## config.mk

```make
export PLATFORM = sky130hd
export DESIGN_NAME = mux_nto1_reg
export DESIGN_NICKNAME = d
export VERILOG_FILES = /design/src/rtl/mux_nto1_reg.sv
export SDC_FILE = /design/constraint.sdc
export NUM_CORES = 1
export LEC_CHECK = 0
export ABC_AREA = 0
export BUFFER_PORTS_ARGS = -buffer_cell sky130_fd_sc_hd__buf_2
export CAP_MARGIN = 20
export CORE_MARGIN = 2
export CORE_UTILIZATION = 29
export DETAILED_ROUTE_END_ITERATION = 16
export PLACE_DENSITY_LB_ADDON = 0.12
export SYNTH_ARGS = -nofsm -noshare
export SYNTH_HDL_FRONTEND = slang
export SYNTH_SLANG_ARGS = --single-unit
```

## constraint.sdc

```tcl
create_clock -name clk -period 1.7 [get_ports clk]
set_clock_uncertainty 0.05 [all_clocks]
set_input_delay 0.085 -clock clk [delete_from_list [all_inputs] [get_ports clk]]
set_output_delay 0.085 -clock clk [all_outputs]
set_load 0.02 [all_outputs]
```

## src/rtl/mux_nto1_reg.sv

```systemverilog
// mux_nto1_reg: N:1 multiplexer with registered output, valid flag and channel
// tag, plus an auto-scan mode that round-robins the channels with a fixed
// number of enabled cycles (dwell) spent on each one.
module mux_nto1_reg #(
    parameter int WIDTH    = 4,
    parameter int CHANNELS = 4,
    parameter int SEL_W    = 2,
    parameter int DWELL    = 2
) (
    input  logic                      clk,
    input  logic                      rst,
    input  logic [WIDTH*CHANNELS-1:0] mux_in,
    input  logic [SEL_W-1:0]          sel,
    input  logic                      mode,
    input  logic                      en,
    output logic [WIDTH-1:0]          mux_out,
    output logic [SEL_W-1:0]          out_sel,
    output logic                      out_valid,
    output logic                      sel_err
);

    // Dwell counter needs at least one bit even when DWELL is 1.
    localparam int DW_W = (DWELL > 1) ? $clog2(DWELL) : 1;

    // Wrap points: the pointer wraps at CHANNELS-1, not at 2**SEL_W-1, so a
    // non-power-of-two channel count still cycles through valid channels only.
    localparam logic [SEL_W-1:0] LAST_CH  = SEL_W'(CHANNELS - 1);
    localparam logic [DW_W-1:0]  LAST_DW  = DW_W'(DWELL - 1);
    localparam logic [31:0]      CH_COUNT = CHANNELS;

    typedef enum logic {
        MANUAL = 1'b0,
        SCAN   = 1'b1
    } state_t;

    state_t           state;
    state_t           next_state;
    logic [SEL_W-1:0] scan_ptr;
    logic [DW_W-1:0]  dwell_cnt;
    logic [SEL_W-1:0] base_ptr;
    logic [DW_W-1:0]  base_dwell;
    logic [SEL_W-1:0] next_ptr;
    logic [DW_W-1:0]  next_dwell;
    logic [SEL_W-1:0] chan;
    logic [WIDTH-1:0] chan_data;
    logic             sel_ok;

    // State register follows mode every cycle, independent of the enable.
    always_ff @(posedge clk or posedge rst) begin
        if (rst) begin
            state <= MANUAL;
        end else begin
            state <= next_state;
        end
    end

    // Next state, scan base/advance values and the channel picked this cycle.
    // On the cycle that enters scan the base is forced to channel 0 with a
    // fresh dwell, so every scan session starts from the beginning.
    always_comb begin
        next_state = mode ? SCAN : MANUAL;
        base_ptr   = (state == MANUAL) ? '0 : scan_ptr;
        base_dwell = (state == MANUAL) ? '0 : dwell_cnt;
        next_ptr   = base_ptr;
        next_dwell = base_dwell + DW_W'(1);
        if (base_dwell == LAST_DW) begin
            next_dwell = '0;
            next_ptr   = (base_ptr == LAST_CH) ? '0 : base_ptr + SEL_W'(1);
        end
        chan   = mode ? base_ptr : sel;
        sel_ok = (32'(sel) < CH_COUNT);
    end

    // Channel data lookup; an index outside the populated channels reads as 0.
    always_comb begin
        chan_data = '0;
        for (int k = 0; k < CHANNELS; k++) begin
            if (chan == SEL_W'(k)) begin
                chan_data = mux_in[k*WIDTH +: WIDTH];
            end
        end
    end

    // Output registers and scan counters: updated only on enabled samples,
    // except out_valid which drops whenever no new word is produced.
    always_ff @(posedge clk or posedge rst) begin
        if (rst) begin
            mux_out   <= '0;
            out_sel   <= '0;
            out_valid <= 1'b0;
            sel_err   <= 1'b0;
            scan_ptr  <= '0;
            dwell_cnt <= '0;
        end else if (en) begin
            if (!mode) begin
                scan_ptr  <= '0;
                dwell_cnt <= '0;
                out_sel   <= sel;
                if (sel_ok) begin
                    mux_out   <= chan_data;
                    out_valid <= 1'b1;
                    sel_err   <= 1'b0;
                end else begin
                    mux_out   <= '0;
                    out_valid <= 1'b0;
                    sel_err   <= 1'b1;
                end
            end else begin
                mux_out   <= chan_data;
                out_sel   <= chan;
                out_valid <= 1'b1;
                sel_err   <= 1'b0;
                scan_ptr  <= next_ptr;
                dwell_cnt <= next_dwell;
            end
        end else begin
            out_valid <= 1'b0;
        end
    end

endmodule

```

## Word level (Yosys, flattened, before mapping)

Index checks and enable logic that the tools add are counted.
W data, S select, Z words.

| word-level totals | value |
|---|---|
| flip-flop bits (word level) | 11 |
| bits of input ports | 22 |
| output and inout bits | 8 |
| logic and storage cells | 28 |

| operators by class | value |
|---|---|
| add/sub/neg operators | 2 |
| equal/unequal tests | 4 |
| muxes and demuxes | 15 |
| reduce and logical (&&, ||, !) cells | 1 |

Operator list:

| cell | count |
|---|---|
| $mux W4 | 4 |
| $mux W2 | 6 |
| $eq A2 B2 Y1 const B | 3 |
| $mux W1 | 5 |
| $add A2 B1 Y2 const B | 1 |
| $eq A2 B1 Y1 const B | 1 |
| $logic_not A2 Y1 | 1 |
| $add A1 B1 Y1 const B | 1 |

## Depth between registers and ports, before layout

Gate-level depths: netlist of the first run.

| depth | value |
|---|---|
| depth in word-level cells | 7 |
| depth in mapped cells | 5 |
| mapped depth without buffers | 4 |

## Worst setup path before layout of the first run

Ideal clock, no wire load.

| path | value |
|---|---|
| path kind | register -> register |
| start | register state |
| end | register mux_out[0] |
| library setup time | 94 ps |
| data arrival time | 1145 ps |
| required time | 1556 ps |
| path slack | 412 ps |
| stages on the path, launching flop included | 5 |
| buffers on the path | 0 |
| clock period less this slack | 1288 ps |
| path through | dfrtp_1 -> and4_1 -> a21oi_1 -> o22ai_1 -> a221oi_2 |

| on the way | value |
|---|---|
| word-level cells in the longest chain between the ends | 7 |
| elaborated cells between the ends (all ways) | 10 |
| classes of those cells | eq/ne (3); mux (6); reduce/logical (1) |

Ends and longest elaborated chain:

| element | line | RTL |
|---|---|---|
| start, declared | 36 | `state_t state;` |
| start signal, assigned | 53 | `state <= next_state;` |
| $mux W2 * | 62 | `base_ptr = (state == MANUAL) ? '0 : scan_ptr;` |
| $mux W2 * | 70 | `chan = mode ? base_ptr : sel;` |
| $logic_not A2 Y1 | 78 | `if (chan == SEL_W'(k)) begin` |
| $mux W4 (3 in a row) | 78 |  |
| $mux W4 * | 78 |  |
| end signal, assigned | 100 | `mux_out <= chan_data;` |
| end signal, assigned | 109 | `mux_out <= chan_data;` |
| end, declared | 16 | `output logic [WIDTH-1:0] mux_out,` |

Mark *: on every way between the ends. The rest lies on a longest branch, timed or not.
A chain may end at the register's enable or synchronous reset.

## Worst setup path after layout of the first run

| path | value |
|---|---|
| start | input port mode |
| end | register mux_out[3] |

| on the way | value |
|---|---|
| word-level cells in the longest chain between the ends | 6 |
| elaborated cells between the ends (all ways) | 9 |
| classes of those cells | eq/ne (3); mux (5); reduce/logical (1) |

Ends and longest elaborated chain:

| element | line | RTL |
|---|---|---|
| start, declared | 14 | `input logic mode,` |
| $mux W2 * | 70 |  |
| $logic_not A2 Y1 | 78 |  |
| $mux W4 (3 in a row) | 78 |  |
| $mux W4 * | 78 |  |

Marks and branches as above.

==> impl_metrics.env, run 1 <==
export IMPL_antenna_found_initial=0
export IMPL_die_area_sq_um=2510
export IMPL_swShare_pct=30.9
export IMPL_synth_seq_area_share_pct=44.6
export IMPL_hold_path_class="primary input to register"
export IMPL_timing_max_transition_violations_final=0
export IMPL_rsz0062_at_grt="no"
export IMPL_crit_fanout=9
export IMPL_cts_buffers=3
export IMPL_clockBufferDepth=2
export IMPL_initial_core_util_pct=31.1
export IMPL_grtUsageTotal_pct=13.1
export IMPL_cp_arrival_ps=1620
export IMPL_p_leak_nw=0.381
export IMPL_io_pins=30
export IMPL_drc=0
export IMPL_grt_pass1_vias=533
export IMPL_whs_path_depth=1
export IMPL_worstSkewPairLatency_ps=260
export IMPL_dr_first_iter_drc_count=11
export IMPL_min_from="en"
export IMPL_slowest_stage="dlygate4sd3_1"
export IMPL_yosysWarnings=0
export IMPL_grt_max_degree=19
export IMPL_power_density_nw_per_um2=798
export IMPL_intPower_mw=0.446
export IMPL_core_sq_um=1980
export IMPL_setup_viol=0
export IMPL_worstPathCellList="dlygate4sd3_1 > buf_2 > and4_1 > a21oi_1 > o22ai_1 > a221oi_2"
export IMPL_synth_seq_cells=11
export IMPL_ant_nets=0
export IMPL_fin_util_pct=40.8
export IMPL_finalCritPeriodShare_pct=87.5
export IMPL_syn_area_sq_um=617
export IMPL_clock_sinks=11
export IMPL_critical_path_max_stage_delay_ps=520
export IMPL_die_y_um=50.1
export IMPL_clk_pin_slew_ps=80
export IMPL_crit_type="primary input to register"
export IMPL_cts_tree="yes"
export IMPL_routed_wl_um=1470
export IMPL_grt_pass1_wl_um=2460
export IMPL_rows=16
export IMPL_drtPass1Iterations=5
export IMPL_p_seq_share_pct=47.5
export IMPL_worst_r2r_path_depth=4
export IMPL_pwr_share_clk_pct=28.1
export IMPL_wl_per_cell_um=12.5
export IMPL_synth_nets=82
export IMPL_area_growth_pct=31.2
export IMPL_post_cts_buffers=0
export IMPL_fillerInstances=219
export IMPL_place_congestion=0.683
export IMPL_combPwrFrac_pct=24.4
export IMPL_layout_nets=113
export IMPL_antenna_cells=0
export IMPL_worstSetupStartpointType="primary input"
export IMPL_hold_violations=0
export IMPL_endpoint_kind="register"
export IMPL_fin_tns_setup_ps=0
export IMPL_yosysUniqueCellTypes=24
export IMPL_vias_per_cell=4.69
export IMPL_vias=549
export IMPL_die_w_um=50.1
export IMPL_r2r_start="state"
export IMPL_cap_violations=0
export IMPL_switching_power_mw=0.200
export IMPL_rrSetupSlack_ps=260
export IMPL_overflow=0
export IMPL_cts_root_buf="clkbuf_4"
export IMPL_cp_required_ps=1840
export IMPL_clock_fmax_mhz=672
export IMPL_synthCells=60
export IMPL_place_port_buffers=28
export IMPL_hold_end="out_valid"
export IMPL_htreeDepth=1
export IMPL_syn_avg_cell_area_sq_um=10.3
export IMPL_vdd_drop_max_v=0.000573
export IMPL_rr_endpoint="mux_out[3]"
export IMPL_status="completed"
export IMPL_drive_above_1_share_pct=41.1
export IMPL_period_minus_slack_ps=1490
-- area by class of cell --
| type | count | area, sq um | area share, % |
|---|---|---|---|
| Clock buffer | 4 | 26.3 | 3.25 |
| Inverter | 3 | 11.3 | 1.39 |
| Multi-Input combinational cell | 42 | 303 | 37.4 |
| Sequential cell | 11 | 275 | 34.0 |
| Tap cell | 27 | 33.8 | 4.17 |
| Timing Repair Buffer | 30 | 160 | 19.8 |
-- cell usage after synthesis (all sizes together) --
cell | number | area share, %
dfrtp | 11 | 45
nor2 | 7 | 4.3
nand2 | 5 | 3.0
o22ai | 5 | 5.1
a221oi | 4 | 9.7
mux2i | 4 | 6.5
a21oi | 3 | 2.4
buf | 3 | 3.9
inv | 3 | 1.8
nand3 | 2 | 1.6
o21ai | 2 | 1.6
a31oi | 1 | 3.4
and3 | 1 | 1.0
and4 | 1 | 1.4
clkbuf | 1 | 0.61
conb | 1 | 0.61
nand2b | 1 | 1.0
nand4b | 1 | 1.4
nor2b | 1 | 2.2
nor3b | 1 | 1.2
o21a | 1 | 1.2
o31ai | 1 | 1.2
-- per-stage QoR --
stage | instances | cell area, sq um | setup slack, ps | total power, mW | hold WS [ps]
5_1_grt | 117 | 810 | 38.2 | 0.691 | 77.2
2_1_floorplan | 60 | 617 | 412 | 0.413 | -113
4_1_cts | 117 | 810 | 211 | 0.656 | 67.4
3_3_place_gp | 111 | 763 | 254 | 0.466 | 63.9
6_report | 117 | 810 | 212 | 0.646 | 75.5
3_5_place_dp | 111 | 763 | 268 | 0.469 | 61.2
-- timing repair --
action,in CTS,in global routing
hold buffers,2,0
endpoints found under the hold margin,12,0
resized for setup,0,0
-- registers in the layout, summed over array words and instances, names as in the netlist --
name,flops
scan_ptr,2
state,1
dwell_cnt,1
mux_out,4
out_sel,2
out_valid,1
-- metal layers --
metal / global-route usage (%) / part of all wire (%) / up-vias / routed length (um)
met5: 0 / 0 / - / 0
met4: 1.39 / 0 / 0 / 0
met3: 6.67 / 8.0 / 0 / 117
met2: 21.3 / 48 / 21 / 709
met1: 15.9 / 44 / 251 / 639
li1: - / - / 277 / -
-- worst max-delay path by stage --
stage,start,endpoint,depth (start not counted)
final,mode,mux_out[3],6
after global routing,mode,mux_out[3],6
after CTS,mode,mux_out[0],6
after detailed placement,state,mux_out[2],4
after global placement,state,mux_out[0],4
after floorplan,state,mux_out[0],4
-- power by group through the flow --
stage          clock [mW]  sequential (mW)  combinational, mW
4_1_cts             0.188            0.307              0.161
6_report            0.181            0.307              0.157
3_5_place_dp            0            0.312              0.157
5_1_grt             0.205            0.311              0.174
3_3_place_gp            0            0.311              0.155
2_1_floorplan           0            0.334             0.0788
-- kinds of logic after synthesis --
group / after synthesis / share of synthesized area [%]
and+or+nand+nor: 20 / 17.2
AOI/OAI and AO/OA: 17 / 24.7
DFF: 11 / 44.6
buffers and inverters: 7 / 6.29
muxes: 4 / 6.49
other: 1 / 0.608
-- critical path: cells and delay by family --
kind / cells / cell delay [ps]
AO/OA/AOI/OAI: 3 / 640
buffers and inverters: 2 / 710
AND/OR/NAND/NOR: 1 / 190
-- cell usage in the layout (no fill, tap or decap) --
| cell type | Yosys | layout |
|---|---|---|
| buf_2 | 1 | 28 |
| dfrtp_1 | 11 | 11 |
| nor2_1 | 7 | 7 |
| o22ai_1 | 5 | 5 |
| nand2_1 | 5 | 5 |
| mux2i_1 | 4 | 4 |
| a221oi_2 | 4 | 4 |
| a21oi_1 | 3 | 3 |
| inv_1 | 3 | 3 |
| clkbuf_4 | 0 | 3 |
| nand3_1 | 2 | 2 |
| o21ai_1 | 2 | 2 |
| dlygate4sd3_1 | 0 | 2 |
| nand2b_1 | 1 | 1 |
| and3_1 | 1 | 1 |
| nor2b_4 | 1 | 1 |
| a31oi_4 | 1 | 1 |
| and4_1 | 1 | 1 |
| nand4b_1 | 1 | 1 |
| o21a_1 | 1 | 1 |
| o31ai_1 | 1 | 1 |
| nor3b_1 | 1 | 1 |
| conb_1 | 1 | 1 |
| clkbuf_1 | 1 | 1 |
(Power assumes the default switching activity.)
==> inputs of run 2 (changes only) <==
- CTS_BUF_LIST: not set -> sky130_fd_sc_hd__clkbuf_16
==> run 2 against run 1 <==
Against the previous run:
- critical path type is now register to register
- clock power increased by 130%
- sequential share of layout area decreased by 1.7 points
- largest power group is now clock
- final cell count decreased by 0.85%
==> impl_metrics.env, run 2 (synthesized netlist as in run 1, its figures left out) <==
export IMPL_place_congestion=0.683
export IMPL_antenna_found_initial=0
export IMPL_cts_tree="yes"
export IMPL_ctsResizeCount=0
export IMPL_layout_nets=112
export IMPL_totalPowerFinal_mw=0.889
export IMPL_hold_path_class="primary input to register"
export IMPL_grtUsageTotal_pct=13.3
export IMPL_cts_buffers=3
export IMPL_period_minus_slack_ps=1440
export IMPL_timing_max_transition_violations_final=0
export IMPL_cts_root_buf="clkbuf_16"
export IMPL_vias_per_cell=4.72
export IMPL_io_pins=30
export IMPL_dr_first_iter_drc_count=12
export IMPL_layout_common_cells="buf_2 (28), dfrtp_1 (11), nor2_1 (7), o22ai_1 (5), nand2_1 (5)"
export IMPL_crit_type="register to register"
export IMPL_wl_per_cell_um=12.7
export IMPL_fin_tns_setup_ps=0
export IMPL_cp_arrival_ps=1540
export IMPL_critical_path_max_stage_delay_ps=450
export IMPL_cp_required_ps=1800
export IMPL_place_port_buffers=28
export IMPL_slowest_stage="dfrtp_1"
export IMPL_grt_pass1_wl_um=2470
export IMPL_area_growth_pct=38.1
export IMPL_largest_register_ffs=4
export IMPL_overflow=0
export IMPL_die_area_sq_um=2510
export IMPL_die_y_um=50.1
export IMPL_hold_violations=0
export IMPL_largest_registers="mux_out: 4 flops, out_sel: 2 flops, scan_ptr: 2 flops"
export IMPL_status="completed"
export IMPL_power_density_nw_per_um2=1040
export IMPL_post_cts_buffers=0
export IMPL_largest_register="mux_out"
export IMPL_rsz0062_at_grt="no"
export IMPL_ant_nets=0
export IMPL_worstPathCellList="and4_1 > a21oi_1 > o22ai_1 > a221oi_2"
export IMPL_p_leak_nw=0.404
export IMPL_place_ws_ps=268
export IMPL_worstSkewPairLatency_ps=230
export IMPL_die_w_um=50.1
export IMPL_setup_viol=0
export IMPL_clk_pin_slew_ps=40
export IMPL_cts_hold_fix_buffers=1
export IMPL_setup_ws_ps=259
export IMPL_core_sq_um=1980
export IMPL_vdd_drop_max_v=0.000959
export IMPL_grt_max_degree=19
export IMPL_clock_sinks=11
export IMPL_finalCritPeriodShare_pct=84.8
export IMPL_clock_fmax_mhz=694
export IMPL_vias=548
export IMPL_drive_above_1_share_pct=41.6
export IMPL_mostFrequentLayoutCell="buf_2"
export IMPL_grt_pass1_vias=522
export IMPL_antenna_cells=0
export IMPL_endpoint_kind="register"
export IMPL_clockBufferDepth=2
export IMPL_routed_wl_um=1470
export IMPL_crit_fanout=6
export IMPL_initial_core_util_pct=31.1
export IMPL_htreeDepth=1
export IMPL_drtPass1Iterations=4
export IMPL_drc=0
export IMPL_rows=16
export IMPL_cap_violations=0
export IMPL_worstSetupStartpointType="register"
==> run 2: area by class of cell <==
| type | count | area [sq um] |
|---|---|---|
| fillers | 214 | 1130 |
| multi-input cells | 42 | 303 |
| flip-flops and latches | 11 | 275 |
| repair buffers | 29 | 150 |
| clock buffers | 3 | 75.1 |
| well taps | 27 | 33.8 |
| inverters | 3 | 11.3 |
| clock inverters | 1 | 3.75 |
==> run 2: where the power goes <==
part           internal, mW  leakage (nW)  total, mW  switching (mW)
Combinational        0.0668         0.231      0.156          0.0890
Clock                 0.309        0.0423      0.425           0.116
Sequential            0.289         0.131      0.308          0.0198
Total                 0.664         0.404      0.889           0.225
==> run 2: through the flow <==
step | instance area (sq um) | cells | utilization (%) | hold WS [ps]
floorplan | 617 | 60 | - | -113
global placement | 763 | 111 | 38.5 | 63.9
detailed placement | 763 | 111 | 38.5 | 61.2
CTS | 852 | 116 | 43.0 | 30.5
global route | 852 | 116 | 43.0 | 35.8
finish | 852 | 116 | 43.0 | 34.6
==> run 2: layer usage <==
layer	GRT usage [%]	routed length (um)
met2	20.4	668
met4	2.78	0
met5	0	0
met1	16.5	671
met3	6.67	129
==> run 2: critical path, delay by kind of cell, from the launching register on <==
family	cells	cell delay, ps
compound gates	3	640
simple gates	1	220
flops	1	450
==> run 2: final timing paths <==
path | depth (start not counted) | slack [ps] | start | endpoint
max in group asynchronous | 3 | 970 | rst | scan_ptr[1]
setup / recovery | 4 | 260 | state | mux_out[3]
min in group asynchronous | 3 | 330 | rst | mux_out[0]
hold reg to reg | 2 | 440 | out_sel[1] | out_sel[1]
hold / removal | 1 | 30 | mode | state
setup reg to reg | 4 | 260 | state | mux_out[3]
